## src/rtl/keypad_scanner_if.sv

```systemverilog
// Signal bundle between the keypad scanner and its surroundings: the matrix pins,
// the decoded key outputs and the FSM state exposed for observation.
interface keypad_scanner_if;
   // Handshake: keyPressed is a level-valid for keyDecoded. A new code is
   // presented on its rising edge, and the consumer never back-pressures.
   logic [3:0] rows;
   logic [3:0] cols;
   logic [3:0] keyDecoded;
   logic       keyPressed;
   logic [1:0] scanState;

   modport master (
      input  rows,
      output cols,
      output keyDecoded,
      output keyPressed,
      output scanState
   );

   modport slave (
      output rows,
      input  cols,
      input  keyDecoded,
      input  keyPressed,
      input  scanState
   );
endinterface

```

## src/rtl/keypad_scanner.sv

```systemverilog
// 4x4 matrix keypad scanner: walks a low column across the pad and samples the
// synchronized rows once per column dwell, then tracks the held key until it releases.
module keypad_scanner #(
   parameter int SETTLE_CYCLES = 1000
) (
   input  logic              clk,
   input  logic              reset,
   keypad_scanner_if.master  kp
);

   localparam logic [1:0]  SCAN = 2'b00;
   localparam logic [1:0]  HELD = 2'b01;
   localparam logic [11:0] LAST = 12'(SETTLE_CYCLES - 1);

   logic [1:0]  state;
   logic [11:0] count;
   logic [1:0]  colIdx;
   logic [1:0]  rowIdx;
   logic [3:0]  rowsMeta;
   logic [3:0]  rowsSync;
   logic [3:0]  keyDecodedReg;
   logic        keyPressedReg;
   logic        samplePoint;
   logic [1:0]  lowRow;

   function automatic logic [3:0] key_code(input logic [1:0] r, input logic [1:0] c);
      logic [3:0] code;
      case ({r, c})
         4'h0:    code = 4'h1;
         4'h1:    code = 4'h2;
         4'h2:    code = 4'h3;
         4'h3:    code = 4'hA;
         4'h4:    code = 4'h4;
         4'h5:    code = 4'h5;
         4'h6:    code = 4'h6;
         4'h7:    code = 4'hB;
         4'h8:    code = 4'h7;
         4'h9:    code = 4'h8;
         4'hA:    code = 4'h9;
         4'hB:    code = 4'hC;
         4'hC:    code = 4'hE;
         4'hD:    code = 4'h0;
         4'hE:    code = 4'hF;
         default: code = 4'hD;
      endcase
      return code;
   endfunction

   assign samplePoint = (count == LAST);

   // Lowest-numbered low row wins when several keys in one column are down.
   always_comb begin
      lowRow = 2'd3;
      if (!rowsSync[0])      lowRow = 2'd0;
      else if (!rowsSync[1]) lowRow = 2'd1;
      else if (!rowsSync[2]) lowRow = 2'd2;
   end

   always_ff @(posedge clk or posedge reset) begin
      if (reset) begin
         rowsMeta      <= 4'b1111;
         rowsSync      <= 4'b1111;
         count         <= 12'd0;
         state         <= SCAN;
         colIdx        <= 2'd0;
         rowIdx        <= 2'd0;
         keyDecodedReg <= 4'h0;
         keyPressedReg <= 1'b0;
      end else begin
         rowsMeta <= kp.rows;
         rowsSync <= rowsMeta;
         count    <= samplePoint ? 12'd0 : count + 12'd1;

         case (state)
            SCAN: begin
               if (samplePoint) begin
                  if (rowsSync == 4'b1111) begin
                     colIdx <= colIdx + 2'd1;
                  end else begin
                     rowIdx        <= lowRow;
                     keyDecodedReg <= key_code(lowRow, colIdx);
                     keyPressedReg <= 1'b1;
                     state         <= HELD;
                  end
               end
            end
            HELD: begin
               // Only the latched row matters here; other keys cannot disturb a hold.
               if (samplePoint && rowsSync[rowIdx]) begin
                  keyPressedReg <= 1'b0;
                  colIdx        <= 2'd0;
                  state         <= SCAN;
               end
            end
            default: begin
               keyPressedReg <= 1'b0;
               colIdx        <= 2'd0;
               state         <= SCAN;
            end
         endcase
      end
   end

   assign kp.cols       = ~(4'b0001 << colIdx);
   assign kp.keyDecoded = keyDecodedReg;
   assign kp.keyPressed = keyPressedReg;
   assign kp.scanState  = state;

endmodule

```

## src/flat_wrapper.sv

```systemverilog
// flat-port wrapper written by rule: the top's interface ports become plain ports
module keypad_scanner_flat 
#(
   parameter int SETTLE_CYCLES = 1000
)
  (clk, reset, kp_rows, kp_cols, kp_keyDecoded, kp_keyPressed, kp_scanState);
  keypad_scanner_if kp_i ();
  input  logic clk;
  input  logic reset;
  input wire logic [$bits(kp_i.rows)-1:0] kp_rows;
  output wire logic [$bits(kp_i.cols)-1:0] kp_cols;
  output wire logic [$bits(kp_i.keyDecoded)-1:0] kp_keyDecoded;
  output wire logic [$bits(kp_i.keyPressed)-1:0] kp_keyPressed;
  output wire logic [$bits(kp_i.scanState)-1:0] kp_scanState;
  assign kp_i.rows = kp_rows;
  assign kp_cols = kp_i.cols;
  assign kp_keyDecoded = kp_i.keyDecoded;
  assign kp_keyPressed = kp_i.keyPressed;
  assign kp_scanState = kp_i.scanState;
  keypad_scanner #(.SETTLE_CYCLES(SETTLE_CYCLES)) u_core (.clk(clk), .reset(reset), .kp(kp_i));
endmodule
```

## config.mk

```make
export PLATFORM = sky130hd
export DESIGN_NAME = keypad_scanner_flat
export DESIGN_NICKNAME = d
export VERILOG_FILES = /design/src/rtl/keypad_scanner_if.sv /design/src/rtl/keypad_scanner.sv /design/src/flat_wrapper.sv
export SDC_FILE = /design/constraint.sdc
export NUM_CORES = 1
export LEC_CHECK = 0
export ABC_CLOCK_PERIOD_IN_PS = 1600
export BUFFER_PORTS_ARGS = -buffer_cell sky130_fd_sc_hd__clkbuf_2
export CORE_UTILIZATION = 35
export CTS_BUF_LIST = sky130_fd_sc_hd__clkbuf_2
export DETAILED_ROUTE_END_ITERATION = 8
export PLACE_DENSITY = 0.51
export SLEW_MARGIN = 20
export SYNTH_ARGS = -nofsm -noshare
export SYNTH_HDL_FRONTEND = slang
export SYNTH_SLANG_ARGS = --single-unit
```

## constraint.sdc

```tcl
create_clock -name clk -period 1.6 [get_ports clk]
set_input_delay 0.08 -clock clk [delete_from_list [all_inputs] [get_ports clk]]
set_output_delay 0.08 -clock clk [all_outputs]
set_load 0.05 [all_outputs]
```

==> impl_results.md <==
* Status: finished, final reports clean
* Final Slew Violations at 0
* Core Footprint at 3740 um^2
* Post-synthesis register bit count at 29
* Initial Util at 37.6%
* Most common library cells after synthesis: dfrtp_1 (21), nand2_1 (10), inv_1 (9), o21ai_0 (9), dfstp_2 (8)
* CP Data Arrival Time at 1.82 ns
* Syn Inst Count at about 130
* Cell Chain, Critical Path: mux4_2 -> inv_1 -> a211o_1 -> mux2_4
* Die area at 4280 um^2
* Max VDD drop at 0.438 mV
* CP startpoint kind: register
* Root buffer cell: clkbuf_2
* Post-synth top area cell: dfrtp_1
* Unrepaired setup endpoints after global routing: true
* Hold Crit Class: input pin to async pin
* Synth Warn # at 0
* Seq/Total Area, Yosys at 52.3%
* Final WS setup at 0.0518 ns
* Crit path launch: u_core.rowsSync[1]
* Clock Latency Late Sink at 0.36 ns
* Drt wl/cell at 12.8 um
* Placer Congestion at 0.803
* FF-to-FF setup slack at 0.05 ns
* CP top delay family: flip-flops
* Final hold viol count at 0
* Number of instances in the placed design at 193
* CTS tree: done
* Drt via density at about 4.8
* Filler cells at 382
* Global-route wire length before repair at 4570 um
* CP max-delay cell: dfstp_2
* Final Power at 0.00119 W
* Total GRT Usage at 14.4%
* Top-count cell post-synth: dfrtp_1
* Maximum fanout along the worst path at 5
* Vias in the first global route at about 960
* TritonCTS Sinks at 29
* Reg2Reg Depth at 4
* Top cell type's share of synthesized area at a little under two fifths
* Port bufs at 15
* I/O Pins at 17
* Top cells by area, synth: dfrtp_1 (37%), dfstp_2 (15%), ha_1 (6.2%)
* Die W at 65.4 um
* Crit path buf inv count at 1
* Detailed Route Iter0 Violations at 28
* Max Buffers Root-to-Sink at 2
* Crit end category: register
* Largest net degree at the start of global routing at 30
* Routed via count at roughly 1000
* Remaining antenna violation count at 0
* PwrDens at 694 nW/um^2
* Post-Synthesis Cell Area at 1410 um^2
* Fraction of the cycle the final worst path needs at around 97%
* F_max at 0.646 GHz
* Distinct cells, synth at 35
* WP depth at 4
* Fin nets at 174
* Worst R2R Start: u_core.rowsSync[1]
* Area grow syn2layout at 22.0%
* Die Y at 65.4 um
* CP max stage delay at 0.61 ns
* Post-place setup slack at 0.0547 ns
* Syn nets at 140
* Post-Layout Cell Count at 210
* CTS H-tree lvls at 2
* Total Wirelength at 2690 um
* Critical path endpoint: u_core.colIdx[0]
* Number of remaining DRC errors at 0
* CP Class: register to register
* Initial antenna violation count at 0
* Worst R2R End: u_core.colIdx[0]
* Drt pass-1 iters at 4
* WP data required at 1.87 ns
* Max-cap violations at 0
* Final setup viols at 0
* Synth async-reset ratio at 100%
* Antenna cells at 0
* Site Rows at 22
* Layout cells sized above 1 at 35.8%
* Post-synth EDFFs at 0
* Grt ovf at 0
* Post-synth top flop: dfrtp_1
* CTS Buf Count at 5
* Min Tclk post-route at 1.55 ns
* Pleak at approximately 0.82 nW
* DP HPWL at 1850 um
* Setup Skew at 0.0196 ns
* Avg Inst Size Synth at 11.1 um^2
* Clk slew on worst S/H paths at around 0.16 ns
==> metal layers <==
layer / global-route usage, % / routed length (um) / vias to the layer above
li1: - / - / 501
met1: 19.3 / 1250 / 492
met2: 21.1 / 1270 / 18
met3: 4.17 / 112 / 6
met4: 7.34 / 53 / 0
met5: 0 / 0 / -
==> area by class of cell <==
type	instances	area, um^2	share of cell area [%]
sequential	29	736	42.9
multi-input combinational	82	607	35.4
timing repair buffer	34	236	13.8
tap	48	60.1	3.50
inverter	9	33.8	1.97
clock buffer	5	25.0	1.46
clock inverter	3	17.5	1.02
==> power breakdown <==
part	total, W	internal, W	switching [W]
clock network	0.000367	0.000102	0.000265
logic	0.0000648	0.0000270	0.0000379
registers	0.000759	0.000752	0.00000739
total	0.00119	0.000881	0.000310
==> worst min path at each step <==
stage	slack, ns	to	cells past startpoint
floorplan	0.08	u_core.rowsMeta[0]	0
global placement	0.15	u_core.rowIdx[1]	3
detailed placement	0.16	u_core.rowIdx[1]	3
CTS	0.28	u_core.count[0]	4
global route	0.28	u_core.rowsMeta[0]	2
finish	0.29	u_core.rowIdx[1]	4
==> worst register-to-register path, stage by stage (launching register included) <==
cell,delay [ns]
dfstp_2,0.61
mux4_2,0.24
inv_1,0.04
a211o_1,0.30
mux2_4,0.26
==> per-stage QoR <==
step | hold slack, ns | instance area (um^2) | setup TNS [ns] | util [%]
finish | 0.291 | 1720 | 0 | 45.8
global route | 0.284 | 1720 | -0.0280 | 45.8
CTS | 0.281 | 1660 | 0 | 44.4
detailed placement | 0.158 | 1570 | 0 | 41.9
global placement | 0.148 | 1570 | 0 | 41.9
floorplan | 0.0845 | 1410 | 0 | -
==> cell usage in the layout (no fill, tap or decap), types with 3 or more instances in the layout <==
master and instances:
nand3_1 4, nand2_1 10, nor2_1 6, clkbuf_2 17, dlygate4sd3_1 5, dfrtp_1 21
o21ai_0 8, buf_4 13, nand4_1 4, nor2b_1 5, inv_1 8, dfstp_2 8
xor2_1 5, ha_1 7, xnor2_1 3
==> registers in the layout, indices dropped and copies added (netlist names) <==
signal,flops
u_core.count,12
u_core.kp.keyDecoded,4
u_core.rowsMeta,4
u_core.rowsSync,4
u_core.colIdx,2
u_core.rowIdx,2
u_core.kp.scanState,1
==> logic make-up (layout without fill, tap and decap cells) <==
kind of cell | after synthesis | count (layout) | share of synthesized area [%]
buffers and inverters | 16 | 51 | 5.87
AOI/OAI and AO/OA | 22 | 22 | 9.96
muxes | 3 | 3 | 3.20
adders and majority gates | 7 | 7 | 6.23
and+or+nand+nor | 41 | 41 | 17.2
xor gates and xnor gates | 8 | 8 | 4.98
other | 1 | 1 | 0.267
DFF | 29 | 29 | 52.3
==> timing repair <==
action                                 4_1_cts  5_1_grt
hold buffers                                 5        0
setup endpoints to repair                    1       10
gates resized for setup                      1       12
buffers inserted                             0        3
cloned                                       0        1
pin swaps                                    0        3
endpoints found under the hold margin       25        0
Power figures use the tool's default switching activity.
